--- src/rtl/usb_tx_pkt_sequencer_if.sv ---
// Handshake and data bundle between the protocol layer / TX FIFO / bit
// stuffer and the USB full-speed transmit packet sequencer.
interface usb_tx_pkt_sequencer_if;
    logic       tx_start;
    logic [3:0] tx_pid;
    logic [6:0] tx_byte_count;
    logic [7:0] fifo_rdata;
    logic       fifo_empty;
    logic       stuff_hold;
    logic       fifo_re;
    logic       tx_bit;
    logic       tx_bit_valid;
    logic       eop_se0;
    logic       tx_busy;
    logic       tx_done;
    logic       tx_error;

    // Environment side: protocol layer, FIFO and stuffer.
    modport master (
        output tx_start, tx_pid, tx_byte_count, fifo_rdata, fifo_empty, stuff_hold,
        input  fifo_re, tx_bit, tx_bit_valid, eop_se0, tx_busy, tx_done, tx_error
    );

    // Sequencer side.
    modport slave (
        input  tx_start, tx_pid, tx_byte_count, fifo_rdata, fifo_empty, stuff_hold,
        output fifo_re, tx_bit, tx_bit_valid, eop_se0, tx_busy, tx_done, tx_error
    );
endinterface

--- src/rtl/usb_tx_pkt_sequencer.sv ---
// USB full-speed transmit packet sequencer: SYNC, PID, payload bytes from the
// TX FIFO, CRC16 and EOP, serialised LSB first with an internal bit timer that
// freezes while the bit stuffer holds the line.
//
// state | meaning
// IDLE  | waiting for tx_start, line idle (J)
// SYNC  | shifting out 0x80 (0000_0001 on the wire)
// PID   | shifting out {~pid, pid}
// DATA  | shifting out a payload byte popped from the FIFO
// CRC1  | shifting out low byte of the complemented CRC
// CRC2  | shifting out high byte of the complemented CRC
// EOP   | two SE0 bit periods followed by one J bit period
module usb_tx_pkt_sequencer #(
    parameter int CLKS_PER_BIT = 8,
    parameter int MAX_BYTES    = 64
) (
    input  logic                   clk,
    input  logic                   n_rst,
    usb_tx_pkt_sequencer_if.slave  bus
);
    localparam int CNT_W = $clog2(CLKS_PER_BIT + 1);

    typedef enum logic [2:0] {IDLE, SYNC, PID, DATA, CRC1, CRC2, EOP} state_t;

    state_t           state_q, state_n;
    logic [CNT_W-1:0] cnt_q, cnt_n;
    logic [2:0]       bit_idx_q, bit_idx_n;
    logic [7:0]       shift_q, shift_n;
    logic [15:0]      crc_q, crc_n;
    logic [3:0]       pid_q, pid_n;
    logic [6:0]       rem_q, rem_n;

    logic bit_tick;
    logic want_data;
    logic fifo_re_c;
    logic tx_done_c;
    logic tx_error_c;

    // Reflected CRC-16/USB update with one byte (poly 0xA001).
    function automatic logic [15:0] crc16_byte(input logic [15:0] crc_in, input logic [7:0] data);
        logic [15:0] c;
        c = crc_in ^ {8'h00, data};
        for (int i = 0; i < 8; i++) begin
            c = c[0] ? ((c >> 1) ^ 16'hA001) : (c >> 1);
        end
        return c;
    endfunction

    assign bit_tick = (state_q != IDLE) && (cnt_q == CNT_W'(CLKS_PER_BIT)) && !bus.stuff_hold;

    // State register and datapath registers; reset drops straight back to IDLE.
    always_ff @(posedge clk or negedge n_rst) begin
        if (!n_rst) begin
            state_q   <= IDLE;
            cnt_q     <= CNT_W'(1);
            bit_idx_q <= '0;
            shift_q   <= '0;
            crc_q     <= 16'hFFFF;
            pid_q     <= '0;
            rem_q     <= '0;
        end else begin
            state_q   <= state_n;
            cnt_q     <= cnt_n;
            bit_idx_q <= bit_idx_n;
            shift_q   <= shift_n;
            crc_q     <= crc_n;
            pid_q     <= pid_n;
            rem_q     <= rem_n;
        end
    end

    // Next-state, bit timing, byte advance and the single-cycle strobes.
    always_comb begin
        state_n    = state_q;
        cnt_n      = cnt_q;
        bit_idx_n  = bit_idx_q;
        shift_n    = shift_q;
        crc_n      = crc_q;
        pid_n      = pid_q;
        rem_n      = rem_q;
        want_data  = 1'b0;
        fifo_re_c  = 1'b0;
        tx_done_c  = 1'b0;
        tx_error_c = 1'b0;

        if (state_q == IDLE) begin
            if (bus.tx_start) begin
                state_n   = SYNC;
                pid_n     = bus.tx_pid;
                rem_n     = (bus.tx_byte_count > 7'(MAX_BYTES)) ? 7'(MAX_BYTES) : bus.tx_byte_count;
                crc_n     = 16'hFFFF;
                shift_n   = 8'h80;
                cnt_n     = CNT_W'(1);
                bit_idx_n = '0;
            end
        end else if (!bus.stuff_hold) begin
            cnt_n = bit_tick ? CNT_W'(1) : cnt_q + CNT_W'(1);
            if (bit_tick) begin
                shift_n   = shift_q >> 1;
                bit_idx_n = bit_idx_q + 3'd1;
                if (state_q == EOP) begin
                    if (bit_idx_q == 3'd2) begin
                        state_n   = IDLE;
                        bit_idx_n = '0;
                        tx_done_c = 1'b1;
                    end
                end else if (bit_idx_q == 3'd7) begin
                    bit_idx_n = '0;
                    case (state_q)
                        SYNC: begin
                            state_n = PID;
                            shift_n = {~pid_q, pid_q};
                        end
                        PID, DATA: begin
                            if (pid_q[1:0] != 2'b11) begin
                                state_n = EOP;
                            end else if (rem_q != 7'd0) begin
                                want_data = 1'b1;
                            end else begin
                                state_n = CRC1;
                                shift_n = ~crc_q[7:0];
                            end
                        end
                        CRC1: begin
                            state_n = CRC2;
                            shift_n = ~crc_q[15:8];
                        end
                        CRC2: state_n = EOP;
                        default: state_n = state_q;
                    endcase

                    // A missing byte aborts straight to EOP so the receiver
                    // sees a bad packet rather than a truncated CRC.
                    if (want_data) begin
                        if (bus.fifo_empty) begin
                            tx_error_c = 1'b1;
                            state_n    = EOP;
                        end else begin
                            fifo_re_c = 1'b1;
                            state_n   = DATA;
                            shift_n   = bus.fifo_rdata;
                            crc_n     = crc16_byte(crc_q, bus.fifo_rdata);
                            rem_n     = rem_q - 7'd1;
                        end
                    end
                end
            end
        end
    end

    assign bus.fifo_re      = fifo_re_c;
    assign bus.tx_done      = tx_done_c;
    assign bus.tx_error     = tx_error_c;
    assign bus.tx_busy      = (state_q != IDLE);
    assign bus.tx_bit_valid = (state_q != IDLE) && (state_q != EOP);
    assign bus.tx_bit       = bus.tx_bit_valid ? shift_q[0] : 1'b1;
    assign bus.eop_se0      = (state_q == EOP) && (bit_idx_q != 3'd2);
endmodule

--- src/flat_wrapper.sv ---
// flat-port wrapper written by rule: the top's interface ports become plain ports
module usb_tx_pkt_sequencer_flat 
#(
    parameter int CLKS_PER_BIT = 8,
    parameter int MAX_BYTES    = 64
)
  (clk, n_rst, bus_tx_start, bus_tx_pid, bus_tx_byte_count, bus_fifo_rdata, bus_fifo_empty, bus_stuff_hold, bus_fifo_re, bus_tx_bit, bus_tx_bit_valid, bus_eop_se0, bus_tx_busy, bus_tx_done, bus_tx_error);
  usb_tx_pkt_sequencer_if bus_i ();
  input  logic clk;
  input  logic n_rst;
  input wire logic [$bits(bus_i.tx_start)-1:0] bus_tx_start;
  input wire logic [$bits(bus_i.tx_pid)-1:0] bus_tx_pid;
  input wire logic [$bits(bus_i.tx_byte_count)-1:0] bus_tx_byte_count;
  input wire logic [$bits(bus_i.fifo_rdata)-1:0] bus_fifo_rdata;
  input wire logic [$bits(bus_i.fifo_empty)-1:0] bus_fifo_empty;
  input wire logic [$bits(bus_i.stuff_hold)-1:0] bus_stuff_hold;
  output wire logic [$bits(bus_i.fifo_re)-1:0] bus_fifo_re;
  output wire logic [$bits(bus_i.tx_bit)-1:0] bus_tx_bit;
  output wire logic [$bits(bus_i.tx_bit_valid)-1:0] bus_tx_bit_valid;
  output wire logic [$bits(bus_i.eop_se0)-1:0] bus_eop_se0;
  output wire logic [$bits(bus_i.tx_busy)-1:0] bus_tx_busy;
  output wire logic [$bits(bus_i.tx_done)-1:0] bus_tx_done;
  output wire logic [$bits(bus_i.tx_error)-1:0] bus_tx_error;
  assign bus_i.tx_start = bus_tx_start;
  assign bus_i.tx_pid = bus_tx_pid;
  assign bus_i.tx_byte_count = bus_tx_byte_count;
  assign bus_i.fifo_rdata = bus_fifo_rdata;
  assign bus_i.fifo_empty = bus_fifo_empty;
  assign bus_i.stuff_hold = bus_stuff_hold;
  assign bus_fifo_re = bus_i.fifo_re;
  assign bus_tx_bit = bus_i.tx_bit;
  assign bus_tx_bit_valid = bus_i.tx_bit_valid;
  assign bus_eop_se0 = bus_i.eop_se0;
  assign bus_tx_busy = bus_i.tx_busy;
  assign bus_tx_done = bus_i.tx_done;
  assign bus_tx_error = bus_i.tx_error;
  usb_tx_pkt_sequencer #(.CLKS_PER_BIT(CLKS_PER_BIT), .MAX_BYTES(MAX_BYTES)) u_core (.clk(clk), .n_rst(n_rst), .bus(bus_i));
endmodule
--- config.mk ---
export PLATFORM = sky130hd
export DESIGN_NAME = usb_tx_pkt_sequencer_flat
export DESIGN_NICKNAME = d
export VERILOG_FILES = /design/src/rtl/usb_tx_pkt_sequencer_if.sv /design/src/rtl/usb_tx_pkt_sequencer.sv /design/src/flat_wrapper.sv
export SDC_FILE = /design/constraint.sdc
export NUM_CORES = 1
export LEC_CHECK = 0
export CAP_MARGIN = 5
export CORE_ASPECT_RATIO = 1.25
export CORE_MARGIN = 2
export CORE_UTILIZATION = 61
export DETAILED_ROUTE_END_ITERATION = 8
export GPL_ROUTABILITY_DRIVEN = 0
export PLACE_DENSITY = 0.88
export SLEW_MARGIN = 30
export SYNTH_ARGS = -nofsm -noshare
export SYNTH_HDL_FRONTEND = slang
export SYNTH_SLANG_ARGS = --single-unit
export TNS_END_PERCENT = 20
--- constraint.sdc ---
create_clock -name clk -period 4.9 [get_ports clk]
set_input_delay 0.735 -clock clk [delete_from_list [all_inputs] [get_ports clk]]
set_output_delay 0.735 -clock clk [all_outputs]
set_load 0.005 [all_outputs]
### Word level (Yosys, flattened, before mapping)

Index checks and enable logic that the tools add are counted.

* bits in registers: 45
* word-level logic and storage cells: 147

* $lt $le $gt $ge: 1
* equality and inequality tests: 18
* bitwise logic cells: 12
* reduce and logical (&&, ||, !) cells: 19
* add/sub/neg operators: 3
* muxes and demuxes: 87

Operators by type and width (number)
* 16-bit two-way mux: 16
* 8-bit two-way mux: 10
* 7-bit two-way mux: 9
* 3-bit two-way mux: 18
* 1-bit two-way mux: 28
* 2-bit NOT with 3-bit output: 8
* 8-bit one-hot mux with 3 select lines: 1
* 4-bit two-way mux: 4
* 8-bit NOT: 2
* 16-bit by 8-bit XOR with 16-bit output: 1
* 7-bit AND reduction: 2
* 7-bit nonzero test: 2
* 3-bit == test, second input constant: 4
* 3-bit one-hot mux with 4 select lines: 1
* 3-bit by 2-bit == test with 1-bit output, second input constant: 3
* 7-bit greater-than comparator, second input constant: 1
* 7-bit by 1-bit subtractor with 7-bit output, second input constant: 1
* 2-bit by 1-bit inequality test with 1-bit output, second input constant: 3
* 6-bit by 4-bit inequality test with 1-bit output, second input constant: 1
* 2-bit nonzero test: 3
* 3-bit nonzero test: 2
* 4-bit by 1-bit adder with 4-bit output, second input constant: 1
* 4-bit == test, second input constant: 1
* 1-bit logical AND: 4
* other kinds (12): 14

### Depth between registers and ports, before layout

Gate-level depths: netlist (run 1).

* depth after elaboration: 24
* mapped depth: 9
* gate-level depth less buffers: 7

### Worst setup path after synthesis (run 1)

Ideal clock, no wire load.

* kind: input to output
* start point: in bus_stuff_hold
* end point: out bus_tx_error
* required time: 4.165 ns
* path slack: 2.501 ns
* arrival: 1.664 ns
* stages on the path: 3
* path through: nor3_1 > nand2_1 > nor4_1

* longest elaborated chain between the ends: 5

Ends and longest elaborated chain
* from (decl): line flat_wrapper.sv:16 `input wire logic [$bits(bus_i.stuff_hold)-1:0] bus_stuff_hold;`
* 1-bit zero test: line usb_tx_pkt_sequencer.sv:49 `assign bit_tick = (state_q != IDLE) && (cnt_q == CNT_W'(CLKS_PER_BIT)) && !bus.stuff_hold;`
* 1-bit logical AND: line usb_tx_pkt_sequencer.sv:49
* 1-bit two-way mux: line usb_tx_pkt_sequencer.sv:98 `if (bit_tick) begin`
* 1-bit two-way mux (*): line usb_tx_pkt_sequencer.sv:96 `end else if (!bus.stuff_hold) begin`
* 1-bit two-way mux (*): line usb_tx_pkt_sequencer.sv:86 `if (state_q == IDLE) begin`
* to (decl): line flat_wrapper.sv:23 `output wire logic [$bits(bus_i.tx_error)-1:0] bus_tx_error;`

Mark *: on every way between the ends. The rest lies on a longest branch, timed or not.

### Worst setup path after layout (run 1)

Same ends and word-level chain as after synthesis.

==> results.md, run 1 <==
* **IR drop worst, VDD** 0.1860 mV
* **Final Max Slew Viols** 0
* **final core area utilization** 0.7015
* **portion of the post-synthesis area used by sequential elements** 0.3919
* **detailed-route vias per instance** 6.348
* **global-route total usage across every layer** 0.2907
* **clock transition time at the flip-flop clock pins of the worst setup and hold paths** 0.08 ns
* **CTS Buf Count** 5
* **number of enable-type register cells in the synthesized netlist** 0
* **data required time of the critical path** 4.16 ns
* **startpoint of the lowest-slack register-to-register path** u_core.state_q[1]$_DFFE_PN0P_
* **number of buffers inserted for hold repair after clock tree synthesis** 0
* **total leakage power** 1.325 nW
* **worst clock skew on the final layout** 0.004303 ns
* **remaining number of nets flagged by the antenna check after routing** 0
* **highest net fanout along the worst path** 15
* **total negative slack for setup checks** 0 ns
* **main area contributors after synthesis** dfrtp_1 (24%), dfstp_2 (15%), nand2_1 (6.3%)
* **Setup Viol. Count Final** 0
* **antenna violations before repair** 0
* **antenna cells** 0
* **total global routing overflow** 0
* **H-Tree Depth** 2
* **global-route wire length before repair** 11,810 microns
* **Setup crit start kind** input port
* **cell area after technology mapping** 0.002928 sq mm
* **Yosys cell types** 65
* **number of vias after detailed routing** 2,609
* **class of the tightest hold or removal check** input port to asynchronous set/reset pin
* **port bufs** 30
* **core region area** 0.004695 sq mm
* **total cell area at the placement stage** 0.003211 sq mm
* **Max-Slew Margin vs Limit** 0.4379
* **number of design-rule violations left by the first detailed-router iteration** 189
* **number of standard cells after synthesis** 328
* **slack of the worst reg-to-reg path** 1.91 ns
* **worst reg2reg path endpoint** u_core.rem_q[3]$_DFFE_PN0P_
* **max cap viols** 0
* **signed area change from the synthesized netlist to the final layout** 12.48%
* **number of warnings issued by yosys** 0
* **most instantiated flip-flop cell in the synthesis netlist** dfrtp_1
* **final-report hold violation count** 0
* **unrepaired setup endpoints after global routing** no
* **design area** 0.003293 sq mm
* **power per standard cell area** 315.0 mW/mm^2
* **critical path data arrival time** 2.76 ns
* **number of nets in the finished design** 380
* **Crit. End Element** output port
* **die area** 0.005373 sq mm
* **total of flip-flops plus latches after synthesis** 45
* **Initial Util** 0.6237
* **Final Critical Period** 3.492 ns
* **DRC viols** 0
* **portion of the clock cycle consumed by the worst path in the final layout** 0.7126
* **Initial DRT Pass Iterations** 5
* **clock latency of the later-clocked register in the worst-skew pair** 0.30 ns
* **Worst Max-Slew Pin Slew** 0.8407 ns
* **pin count of the biggest net entering global routing** 46
* **standard-cell rows** 28
* **area leader, netlist** dfrtp_1
* **Setup Fix Bufs, Post-CTS** 0
* **run status** complete, no violations
* **CTS Buffer Depth** 2
* **synthesized area per cell** 8.926 sq um
* **height of the chip** 81.46 microns
* **share of Yosys cell area claimed by the top area cell type** 0.2393
* **CTS sink cnt** 45
* **fraction of registers with async set or reset after synthesis** 1.000
* **fraction of layout instances using a drive strength above 1** 0.09972
* **# resized after CTS** 0
* **post-synthesis net count** 358
* **chip width** 65.97 microns
* **post-detailed-routing wire length** 7166 microns
* **root buffer cell** clkbuf_8
* **number of global-route vias before repair** 2,481
* **overall power** 1.037 mW
* **FMAX** 0.2864 GHz
* **detailed placer's ending HPWL** 5304 microns
* **critical setup path kind** input port to output port
* **clock tree from TritonCTS** built
* **count of pins on the block boundary** 31
* **Register-to-Register Path Depth** 5
* **per-cell routed wire length** 17.44 microns
## stage by stage
step | hold WS (ns) | std cells | setup slack, ns
floorplan | 0.4394 | 328 | 2.501
global placement | 0.4527 | 403 | 1.412
detailed placement | 0.4578 | 403 | 1.366
CTS | 0.4678 | 411 | 1.431
global route | 0.4597 | 411 | 1.220
finish | 0.4240 | 411 | 1.408
## sequential cells by signal, summed over array words and instances, names as in the netlist
name              cells
u_core.cnt_q          4
u_core.shift_q        8
u_core.crc_q         16
u_core.state_q        3
u_core.bit_idx_q      3
u_core.pid_q          4
u_core.rem_q          7
## where the power goes
group	switching (mW)	total, mW	internal, mW
logic	0.155	0.305	0.150
registers	0.0696	0.511	0.442
clock network	0.120	0.221	0.101
## critical path, cell delays in order
cell,delay [ns]
clkdlybuf4s50_1,0.47
nor3_1,0.20
buf_4,0.22
nand2_1,0.18
nor4_1,0.38
clkdlybuf4s50_1,0.57
## cell type report
type	instances	area, sq um
inverters	12	45.04
clock buffers	8	80.08
well taps	60	75.07
flip-flops and latches	45	1147
multi-input cells	254	1633
repair buffers	32	312.8
fillers	386	1401
## worst max-delay path by stage
stage / from / end / slack [ns] / cells past startpoint
global route: u_core.bit_idx_q[0]$_DFFE_PN0P_ / bus_tx_error / 1.22 / 6
floorplan: bus_stuff_hold / bus_tx_error / 2.50 / 3
finish: bus_stuff_hold / bus_tx_error / 1.41 / 6
global placement: bus_stuff_hold / bus_tx_error / 1.41 / 6
detailed placement: bus_tx_start / u_core.rem_q[3]$_DFFE_PN0P_ / 1.37 / 6
CTS: bus_stuff_hold / bus_tx_error / 1.43 / 6
## logic make-up (layout without fill, tap and decap cells)
| logic type | count (synthesis) | after routing | share of synthesized area |
|---|---|---|---|
| mux | 3 | 3 | 0.01026 |
| fa+ha+maj | 6 | 6 | 0.02564 |
| buf+inv | 29 | 52 | 0.05043 |
| simple gates | 126 | 126 | 0.2098 |
| compound gates | 96 | 96 | 0.2235 |
| xor+xnor | 23 | 23 | 0.08846 |
| flops | 45 | 45 | 0.3919 |
## layout by cell type, fill, tap and decap left out, types with 4 or more instances in the layout
master / Yosys / routed
o211ai_1: 10 / 10
a21oi_1: 20 / 20
dfstp_2: 17 / 17
dfrtp_1: 28 / 28
nand2_1: 49 / 49
nor2_1: 26 / 26
or3_1: 5 / 5
clkbuf_8: 1 / 5
o21ai_0: 25 / 25
nand3_1: 9 / 9
xnor2_1: 14 / 14
inv_1: 11 / 11
xor2_1: 4 / 4
nand2b_1: 6 / 6
nor3_1: 7 / 7
clkdlybuf4s50_1: 0 / 29
a21o_1: 4 / 4
ha_1: 6 / 6
## metal layers
layer  vias to the layer above  global-route usage  wire [microns]
li1                       1226                   -               -
met4                         0              0.1531             283
met1                      1244              0.3685            2813
met5                         -                   0               0
met3                        27             0.05342             495
met2                       112              0.4747            3574
## cells in the mapped netlist, types with 3 or more instances
cell / instances
nand3b_1: 3
nor3b_1: 3
buf_6: 3
o311ai_0: 3
dfstp_2: 17
or3_1: 5
nor2_1: 26
ha_1: 6
clkbuf_1: 10
o31ai_1: 3
xor2_1: 4
nand2b_1: 6
nand2_1: 49
o21a_1: 3
xnor2_1: 14
inv_1: 11
nand3_1: 9
dfrtp_1: 28
nor3_1: 7
a21o_1: 4
o211ai_1: 10
o311ai_1: 3
a21oi_1: 20
o21ai_0: 25
mux2i_1: 3
(Power assumes the default switching activity.)
==> run 2, diff against run 1 <==
CORE_UTILIZATION = 51   (was 61)
PLACE_DENSITY = 0.79   (was 0.88)
clock period = 3.1 ns   (was 4.9 ns; I/O delays follow)
==> results.md, run 2 (same netlist as run 1, synthesis figures left out) <==
* **# fillers** 492
* **count of pins on the block boundary** 31
* **final critical-path setup slack** 0.1912 ns
* **Setup Viol. Count Final** 0
* **worst hold margin** 0.1504 ns
* **antenna violations before repair** 0
* **Final Critical Period** 2.909 ns
* **most common cell after layout, fill and taps aside** nand2_1
* **Largest register FFs** 16
* **unrepaired setup endpoints after global routing** no
* **clock latency of the later-clocked register in the worst-skew pair** 0.31 ns
* **CTS sink cnt** 45
* **Worst Max-Slew Pin Slew** 0.7671 ns
* **core region area** 0.005480 sq mm
* **clock tree from TritonCTS** built
* **power per standard cell area** 501.0 mW/mm^2
* **critical path data arrival time** 2.44 ns
* **CTS Buf Count** 5
* **critical setup path kind** flop to output port
* **Max-Slew Margin vs Limit** 0.4821
* **IR drop worst, VDD** 0.2382 mV
* **number of vias after detailed routing** 2,576
* **fraction of layout instances using a drive strength above 1** 0.1285
* **global-route wire length before repair** 11,920 microns
* **clock transition time at the flip-flop clock pins of the worst setup and hold paths** 0.08 ns
* **standard-cell rows** 30
* **class of the tightest hold or removal check** input port to asynchronous set/reset pin
* **Initial DRT Pass Iterations** 5
* **number of design-rule violations left by the first detailed-router iteration** 299
* **detailed placer's ending HPWL** 5288 microns
* **port bufs** 30
* **highest net fanout along the worst path** 12
* **data required time of the critical path** 2.63 ns
* **run status** complete, no violations
* **post-detailed-routing wire length** 7102 microns
* **DRC viols** 0
* **per-cell routed wire length** 16.83 microns
* **Initial Util** 0.5342
* **registers with the most flip-flops** u_core.crc_q x16, u_core.shift_q x8, u_core.rem_q x7
* **pre-CTS setup slack** 0.2445 ns
* **height of the chip** 88.71 microns
* **Register-to-Register Path Depth** 7
* **chip width** 71.77 microns
* **CTS Buffer Depth** 2
* **pin count of the biggest net entering global routing** 46
* **Setup crit start kind** flop
* **final core area utilization** 0.6164
* **H-Tree Depth** 2
* **remaining number of nets flagged by the antenna check after routing** 0
* **number of global-route vias before repair** 2,420
* **final-report hold violation count** 0
* **max cap viols** 0
* **detailed-route vias per instance** 6.104
* **top library cells by usage in the layout, fill and taps aside** nand2_1 (49), clkdlybuf4s50_1 (29), dfrtp_1 (28), nor2_1 (26), o21ai_0 (25)
* **total negative slack for setup checks** 0 ns
* **number of nets in the finished design** 387
* **portion of the clock cycle consumed by the worst path in the final layout** 0.9383
* **die area** 0.006367 sq mm
* **total leakage power** 1.372 nW
* **root buffer cell** clkbuf_8
* **FMAX** 0.3438 GHz
* **Final Max Slew Viols** 0
* **global-route total usage across every layer** 0.2424
* **top register by number of flip-flops** u_core.crc_q
* **antenna cells** 0
* **total global routing overflow** 0
* **Crit. End Element** output port
* **worst clock skew on the final layout** 0.006709 ns
* **signed area change from the synthesized netlist to the final layout** 15.38%
run 2: report_power, final:
group | total, mW | switching, mW | internal (mW)
registers | 0.806 | 0.108 | 0.698
clock network | 0.407 | 0.206 | 0.202
logic | 0.479 | 0.240 | 0.238
run 2: final cells by class:
| type | instances | area, sq um | area share |
|---|---|---|---|
| Multi-Input combinational cell | 254 | 1639 | 0.4852 |
| Clock buffer | 7 | 96.34 | 0.02852 |
| Sequential cell | 45 | 1147 | 0.3396 |
| Clock inverter | 1 | 5.005 | 0.001481 |
| Inverter | 12 | 45.04 | 0.01333 |
| Tap cell | 64 | 80.08 | 0.02370 |
| Timing Repair Buffer | 39 | 365.4 | 0.1081 |
run 2: per-stage QoR:
step	area (sq um)	std cells	total power, mW
after global placement	3268	414	1.265
after detailed placement	3271	414	1.287
after floorplan	2928	328	1.136
after global routing	3378	422	1.808
after CTS	3372	422	1.690
final	3378	422	1.692
run 2: metal layers:
| metal | part of all wire | up-vias | global-route usage |
|---|---|---|---|
| li1 | - | 1234 | - |
| met1 | 0.43 | 1228 | 0.3275 |
| met2 | 0.48 | 98 | 0.3830 |
| met3 | 0.062 | 16 | 0.05011 |
| met4 | 0.026 | 0 | 0.09605 |
| met5 | 0 | - | 0 |
run 2: path summary, 6_finish.rpt:
check	start	end	slack (ns)
setup / recovery	u_core.rem_q[0]$_DFFE_PN0P_	bus_tx_error	0.19
hold / removal	n_rst	u_core.rem_q[6]$_DFFE_PN0P_	0.15
max in group asynchronous	n_rst	u_core.rem_q[2]$_DFFE_PN0P_	2.55
min in group clk	u_core.crc_q[10]$_DFFE_PN1P_	u_core.crc_q[2]$_DFFE_PN1P_	0.47
hold reg to reg	u_core.crc_q[10]$_DFFE_PN1P_	u_core.crc_q[2]$_DFFE_PN1P_	0.47
setup reg to reg	u_core.state_q[1]$_DFFE_PN0P_	u_core.rem_q[6]$_DFFE_PN0P_	0.56
run 2: worst max-delay path, stage by stage (launching register included):
cell and delay (ns):
dfrtp_1 0.43, inv_1 0.08, ha_1 0.20, or4b_4 0.57, nor2_2 0.30, nor4_2 0.10, clkdlybuf4s50_1 0.45
run 2: repair_timing:
action / CTS / global route
endpoints found under the setup margin: 0 / 1
hold buffers: 0 / 0
setup buffers: 0 / 0
resized for setup: 0 / 2
